<file path="config.mk">
export PLATFORM = sky130hd
export DESIGN_NAME = icache_dm
export DESIGN_NICKNAME = d
export VERILOG_FILES = /design/src/rtl/icache_dm_pkg.sv /design/src/rtl/icache_refill_fsm.sv /design/src/rtl/icache_dm.sv
export SDC_FILE = /design/constraint.sdc
export NUM_CORES = 2
export LEC_CHECK = 0
export CORE_MARGIN = 2
export CORE_UTILIZATION = 40
export CTS_BUF_LIST = sky130_fd_sc_hd__clkbuf_4 sky130_fd_sc_hd__clkbuf_8
export DETAILED_ROUTE_END_ITERATION = 12
export GPL_TIMING_DRIVEN = 0
export HOLD_SLACK_MARGIN = 0.08
export PLACE_DENSITY = 0.63
export SLEW_MARGIN = 5
export SYNTH_ARGS = -nofsm -noshare
export SYNTH_HDL_FRONTEND = slang
export SYNTH_SLANG_ARGS = --single-unit
</file>
<file path="constraint.sdc">
create_clock -name clock -period 11.3 [get_ports clock]
set_input_delay 2.26 -clock clock [delete_from_list [all_inputs] [get_ports clock]]
set_output_delay 2.26 -clock clock [all_outputs]
set_load 0.05 [all_outputs]
</file>
<file path="src/rtl/icache_dm_pkg.sv">
// icache_dm_pkg: shared state encoding and address-split constants for the direct-mapped I-cache.
package icache_dm_pkg;
  typedef enum logic [1:0] {IDLE = 2'd0, REFILL = 2'd1, DRAIN = 2'd2} state_e;
  localparam int BYTE_OFF_W = 2;
endpackage

</file>
<file path="src/rtl/icache_refill_fsm.sv">
// icache_refill_fsm: miss detection, line refill over req/ack and drain after a mid-refill flush.
module icache_refill_fsm
  import icache_dm_pkg::*;
#(
  parameter int LINES = 16,
  parameter int WORDS_PER_LINE = 4,
  parameter int ADDR_W = 32,
  localparam int OFF_W = $clog2(WORDS_PER_LINE),
  localparam int IDX_W = $clog2(LINES),
  localparam int TAG_W = ADDR_W - IDX_W - OFF_W - BYTE_OFF_W
) (
  input  logic              clock,
  input  logic              reset,
  input  logic              cpu_req_i,
  input  logic              hit_i,
  input  logic              flush_i,
  input  logic [TAG_W-1:0]  cpu_tag_i,
  input  logic [IDX_W-1:0]  cpu_idx_i,
  input  logic              mem_ack_i,
  output state_e            state_o,
  output logic              mem_req_o,
  output logic [ADDR_W-1:0] mem_addr_o,
  output logic [TAG_W-1:0]  miss_tag_o,
  output logic [IDX_W-1:0]  miss_idx_o,
  output logic [OFF_W-1:0]  cnt_o,
  output logic              miss_start_o,
  output logic              word_we_o,
  output logic              line_done_o
);
  state_e             state_q, state_d;
  logic [OFF_W-1:0]   cnt_q, cnt_d;
  logic [TAG_W-1:0]   miss_tag_q, miss_tag_d;
  logic [IDX_W-1:0]   miss_idx_q, miss_idx_d;
  logic               last;

  assign last = cnt_q == OFF_W'(WORDS_PER_LINE - 1);

  always_comb begin
    state_d      = state_q;
    cnt_d        = cnt_q;
    miss_tag_d   = miss_tag_q;
    miss_idx_d   = miss_idx_q;
    miss_start_o = state_q == IDLE && cpu_req_i && !hit_i && !flush_i;
    word_we_o    = state_q == REFILL && mem_ack_i;
    line_done_o  = word_we_o && last && !flush_i;
    if (miss_start_o) begin
      state_d    = REFILL;
      cnt_d      = '0;
      miss_tag_d = cpu_tag_i;
      miss_idx_d = cpu_idx_i;
    end else if (state_q == REFILL) begin
      // an ack completes the outstanding word, so a flush with it needs no drain
      if (mem_ack_i) begin
        state_d = (last || flush_i) ? IDLE : REFILL;
        cnt_d   = cnt_q + 1'b1;
      end else if (flush_i) begin
        state_d = DRAIN;
      end
    end else if (state_q == DRAIN && mem_ack_i) begin
      state_d = IDLE;
    end
  end

  always_ff @(posedge clock) begin
    if (!reset) begin
      state_q    <= IDLE;
      cnt_q      <= '0;
      miss_tag_q <= '0;
      miss_idx_q <= '0;
    end else begin
      state_q    <= state_d;
      cnt_q      <= cnt_d;
      miss_tag_q <= miss_tag_d;
      miss_idx_q <= miss_idx_d;
    end
  end

  assign state_o    = state_q;
  assign mem_req_o  = state_q != IDLE;
  assign mem_addr_o = {miss_tag_q, miss_idx_q, cnt_q, 2'b00};
  assign miss_tag_o = miss_tag_q;
  assign miss_idx_o = miss_idx_q;
  assign cnt_o      = cnt_q;
endmodule

</file>
<file path="src/rtl/icache_dm.sv">
// icache_dm: direct-mapped read-only instruction cache; combinational hit path, stall during refill.
module icache_dm
  import icache_dm_pkg::*;
#(
  parameter int LINES = 16,
  parameter int WORDS_PER_LINE = 4,
  parameter int ADDR_W = 32
) (
  input  logic              clock,
  input  logic              reset,
  input  logic              cpu_req,
  input  logic [ADDR_W-1:0] cpu_addr,
  output logic [31:0]       cpu_instr,
  output logic              cpu_stall,
  input  logic              flush,
  output logic              mem_req,
  output logic [ADDR_W-1:0] mem_addr,
  input  logic              mem_ack,
  input  logic [31:0]       mem_rdata
);
  localparam int OFF_W = $clog2(WORDS_PER_LINE);
  localparam int IDX_W = $clog2(LINES);
  localparam int TAG_W = ADDR_W - IDX_W - OFF_W - BYTE_OFF_W;

  logic [TAG_W-1:0] tag_q [LINES];
  logic [31:0]      data_q [LINES][WORDS_PER_LINE];
  logic [LINES-1:0] valid_q, valid_d;
  logic [TAG_W-1:0] cpu_tag, miss_tag;
  logic [IDX_W-1:0] cpu_idx, miss_idx;
  logic [OFF_W-1:0] cpu_off, cnt;
  logic             hit, miss_start, word_we, line_done, unused_ok;
  state_e           state;

  assign cpu_tag   = cpu_addr[ADDR_W-1 -: TAG_W];
  assign cpu_idx   = cpu_addr[BYTE_OFF_W+OFF_W +: IDX_W];
  assign cpu_off   = cpu_addr[BYTE_OFF_W +: OFF_W];
  assign unused_ok = ^cpu_addr[BYTE_OFF_W-1:0];
  assign hit       = valid_q[cpu_idx] && tag_q[cpu_idx] == cpu_tag;
  assign cpu_instr = data_q[cpu_idx][cpu_off];
  assign cpu_stall = reset && cpu_req && (state != IDLE || !hit);

  icache_refill_fsm #(
    .LINES(LINES),
    .WORDS_PER_LINE(WORDS_PER_LINE),
    .ADDR_W(ADDR_W)
  ) u_fsm (
    .clock       (clock),
    .reset       (reset),
    .cpu_req_i   (cpu_req),
    .hit_i       (hit),
    .flush_i     (flush),
    .cpu_tag_i   (cpu_tag),
    .cpu_idx_i   (cpu_idx),
    .mem_ack_i   (mem_ack),
    .state_o     (state),
    .mem_req_o   (mem_req),
    .mem_addr_o  (mem_addr),
    .miss_tag_o  (miss_tag),
    .miss_idx_o  (miss_idx),
    .cnt_o       (cnt),
    .miss_start_o(miss_start),
    .word_we_o   (word_we),
    .line_done_o (line_done)
  );

  // the refilling line stays invalid until its last word lands; flush overrides everything
  always_comb begin
    valid_d = valid_q;
    if (miss_start) valid_d[cpu_idx] = 1'b0;
    if (line_done) valid_d[miss_idx] = 1'b1;
    if (flush) valid_d = '0;
  end

  always_ff @(posedge clock) begin
    if (!reset) valid_q <= '0;
    else valid_q <= valid_d;
  end

  always_ff @(posedge clock) begin
    if (word_we) data_q[miss_idx][cnt] <= mem_rdata;
    if (line_done) tag_q[miss_idx] <= miss_tag;
  end
endmodule

</file>
==> Flow_metrics.wiki <==
{| class="wikitable"
! Metric !! Value
|-
| RR Startpoint || u_fsm.miss_idx_o[3]
|-
| Req. time, crit path || 9.04 ns
|-
| Leak || roughly 0.034 uW
|-
| CTS root buffer || sky130_fd_sc_hd__clkbuf_8
|-
| Maximum VDD drop || 0.112 mV
|-
| Dominant synthesized flop cell || sky130_fd_sc_hd__edfxtp_1
|-
| Maximum number of pins on one net before global-route repair || 65
|-
| Worst Hold Endpoint || valid_q[3]
|-
| Clock transition at the register clock pins on the worst setup and hold paths after CTS || roughly 0.07 ns
|-
| Total power density per cell area || approximately 170 mW/mm^2
|-
| Clock Sinks || roughly 2,500
|-
| Max-cap violations || 0
|-
| Via Count || between 40,000 and 50,000
|-
| Dpl ws || 0.0434 ns
|-
| Initial core utilization || between 40% and 50%
|-
| Total of buffers placed on input and output ports || ~130
|-
| Wire length of the first global-routing pass || 362 mm
|-
| Placeable core area || ~0.24 sq mm
|-
| Hold Path Depth || 2
|-
| Finished layout cell area || ~0.11 sq mm
|-
| Mean post-synth cell area || 23.9 sq um
|-
| Number of routed nets with antenna violations || 0
|-
| Worst-case clock skew || 0.133 ns
|-
| Detailed placement HPWL || 173 mm
|-
| Gpl congestion || 0.834
|-
| Wire length per cell after detailed routing || 32.4 um
|-
| IO Count || 135
|-
| Total routing resource utilization after global routing || roughly a fifth
|-
| Startpoint types || input port
|-
| Result of the run || finished clean
|-
| Fmax achieved || 89.7 MHz
|-
| Count of warnings emitted by yosys || 0
|-
| Count of state elements after synthesis || approximately 2,500
|-
| Largest driver fanout on the critical path || 10
|-
| Critical Path Sink Type || primary output
|-
| Reg2reg path depth || 6
|-
| Share of the clock period used by the worst path after layout || between 90% and 100%
|-
| Crit path arrival time || between 8 and 9 ns
|-
| Final sum of negative setup slack || 0 ns
|-
| Final-stage net count || 4,680
|-
| Endpoint of the most critical register-to-register path || tag_q[14][5]
|-
| Commonest non-fill, non-tap cell in the layout || sky130_fd_sc_hd__edfxtp_1
|-
| Hold crit path type || reg2reg
|-
| Initial antenna violation count || 27
|-
| H-Tree Level Count || 5
|-
| Die X || around 490 um
|-
| Worst-case clock buffer depth || 4
|-
| Post-layout minimum cycle time || 11.15 ns
|-
| Post-cts hold buffer count || 0
|-
| Number of optimization iterations in the first detailed-route pass || 7
|-
| Final Hold Viols || 0
|-
| DRC viols || 0
|-
| Setup Viol. Count Final || 0
|-
| TritonCTS clock tree || done
|-
| Clock insertion delay at the later pin of the skew report || 1.09 ns
|-
| Post-synth cell types || between 50 and 60
|-
| Placement Cell Area || around 0.10 sq mm
|-
| Full die area || ~0.24 sq mm
|-
| Crit path setup slack, layout || 0.146 ns
|-
| Number of DRC markers after the initial detailed-route iteration || roughly 6,000
|-
| Placement Rows || roughly 180
|-
| Vias per cell || slightly below 6
|-
| Register-to-Register Setup Slack || between 7 and 8 ns
|-
| Proportion of layout cells with a drive suffix above 1 || between 30% and 40%
|-
| Count of flip-flops with a built-in enable after synthesis || about 2,400
|-
| Number of max-slew violations in the final report || 0
|-
| Share of synthesized registers carrying an async set or reset || 0%
|-
| TritonCTS Buffers || roughly 400
|-
| Unrepaired setup endpoints after global routing || false
|-
| Cell count after synthesis || 3,970
|-
| Overall overflow remaining after global route || 0
|-
| Final Routed Wirelength || 261 mm
|-
| Most frequent cells in the layout || sky130_fd_sc_hd__edfxtp_1, sky130_fd_sc_hd__mux4_2, sky130_fd_sc_hd__clkbuf_8
|-
| Path type of the worst setup path || in2out
|-
| Headroom to the max-slew limit || ~9.1%
|-
| Hold Path Origin || valid_q[3]
|-
| Transition time at the pin with the least slew margin || roughly 1.4 ns
|-
| P&R area growth vs syn || 16.4%
|-
| Netlist area before placement || about 0.095 sq mm
|-
| Die outline height || around 500 um
|-
| Final cell utilization of the core || 46.9%
|-
| Number of global-route vias before repair || about 47,000
|-
| Post-synthesis sequential area ratio || between 70% and 80%
|}
through the flow:
| step | power, uW | instances | hold slack (ns) |
|---|---|---|---|
| after floorplan | 10900 | 3971 | 0.439 |
| after global placement | 11400 | 7247 | 0.452 |
| after detailed placement | 11500 | 7362 | 0.458 |
| after CTS | 18800 | 8033 | 0.467 |
| after global routing | 19200 | 8036 | 0.498 |
| final | 18700 | 8055 | 0.471 |
state kept, by name (all words and copies together) (netlist names):
| register | cells |
|---|---|
| valid_q | 16 |
| u_fsm.miss_idx_o | 4 |
| u_fsm.state_o | 2 |
| tag_q | 384 |
| u_fsm.cnt_o | 2 |
| data_q | 2048 |
| u_fsm.miss_tag_o | 24 |
per-layer routing:
metal | GRT usage (%) | up-vias | share of wire (%)
li1 | - | 18400 | -
met3 | 4.61 | 497 | 9.2
met5 | 0 | - | 0.029
met4 | 7.27 | 10 | 3.6
met2 | 33.7 | 2498 | 48
met1 | 29.6 | 25400 | 40
area by class of cell:
class | count | area, sq um
sequential | 2480 | 74000
inverter | 31 | 116
timing repair buffer | 241 | 3630
multi-input combinational | 1244 | 20500
fill | 19200 | 125000
antenna | 22 | 55.1
clock buffer | 522 | 6470
clock inverter | 149 | 951
tap | 3150 | 3940
buffer | 216 | 961
cells by family (layout without fill, tap and decap cells):
| family | count (synthesis) | count (layout) | share of synthesized area (%) |
|---|---|---|---|
| AOI/OAI and AO/OA | 148 | 148 | 1.10 |
| xor gates and xnor gates | 25 | 25 | 0.230 |
| adders and majority gates | 4 | 4 | 0.0526 |
| buffers and inverters | 247 | 1159 | 1.11 |
| DFF | 2480 | 2480 | 77.8 |
| muxes | 834 | 834 | 18.6 |
| other | 1 | 24 | 0.00394 |
| and+or+nand+nor | 231 | 231 | 1.06 |
cell usage after synthesis, drive strengths merged (13+ instances only):
library cell / instances / area [sq um]
a21oi: 35 / 175
a22oi: 28 / 210
a31o: 28 / 245
buf: 81 / 437
clkbuf: 135 / 507
dfxtp: 48 / 961
edfxtp: 2432 / 73000
inv: 29 / 109
mux2i: 83 / 831
mux4: 746 / 16800
nand2: 63 / 236
nand3: 18 / 90.1
nor2: 103 / 387
o31ai: 13 / 103
xnor2: 13 / 114
power breakdown:
part | internal [uW] | leakage (uW) | switching [uW]
clock | 3970 | 0.00393 | 3430
sequential | 10100 | 0.0223 | 26.3
combinational | 410 | 0.00818 | 737
total | 14500 | 0.0344 | 4190
critical path, cell delays in order:
cell and delay [ns]:
sky130_fd_sc_hd__clkdlybuf4s50_1 0.58, sky130_fd_sc_hd__buf_4 0.27, sky130_fd_sc_hd__buf_2 0.48, sky130_fd_sc_hd__buf_4 0.33, sky130_fd_sc_hd__clkbuf_1 0.79, sky130_fd_sc_hd__clkbuf_1 0.80
sky130_fd_sc_hd__clkbuf_1 0.93, sky130_fd_sc_hd__mux4_2 0.42, sky130_fd_sc_hd__mux4_2 0.61, sky130_fd_sc_hd__mux4_2 0.62, sky130_fd_sc_hd__clkdlybuf4s50_1 0.75
how the worst max path moves through the flow:
| stage | start | endpoint | slack (ns) | cells after the start |
|---|---|---|---|---|
| after detailed placement | cpu_addr[5] | cpu_instr[6] | 0.04 | 11 |
| after global placement | cpu_addr[5] | cpu_instr[31] | -0.08 | 11 |
| after global routing | cpu_addr[5] | cpu_instr[4] | 0.09 | 11 |
| after CTS | cpu_addr[5] | cpu_instr[6] | 0.04 | 11 |
| after floorplan | cpu_addr[4] | cpu_instr[0] | 3.69 | 8 |
| final | cpu_addr[5] | cpu_instr[4] | 0.15 | 11 |
what timing repair did:
| action | CTS | global route |
|---|---|---|
| endpoints found under the setup margin | 0 | 11 |
| setup buffers | 0 | 0 |
| gates resized for setup | 0 | 8 |
Power figures use the tool's default switching activity.
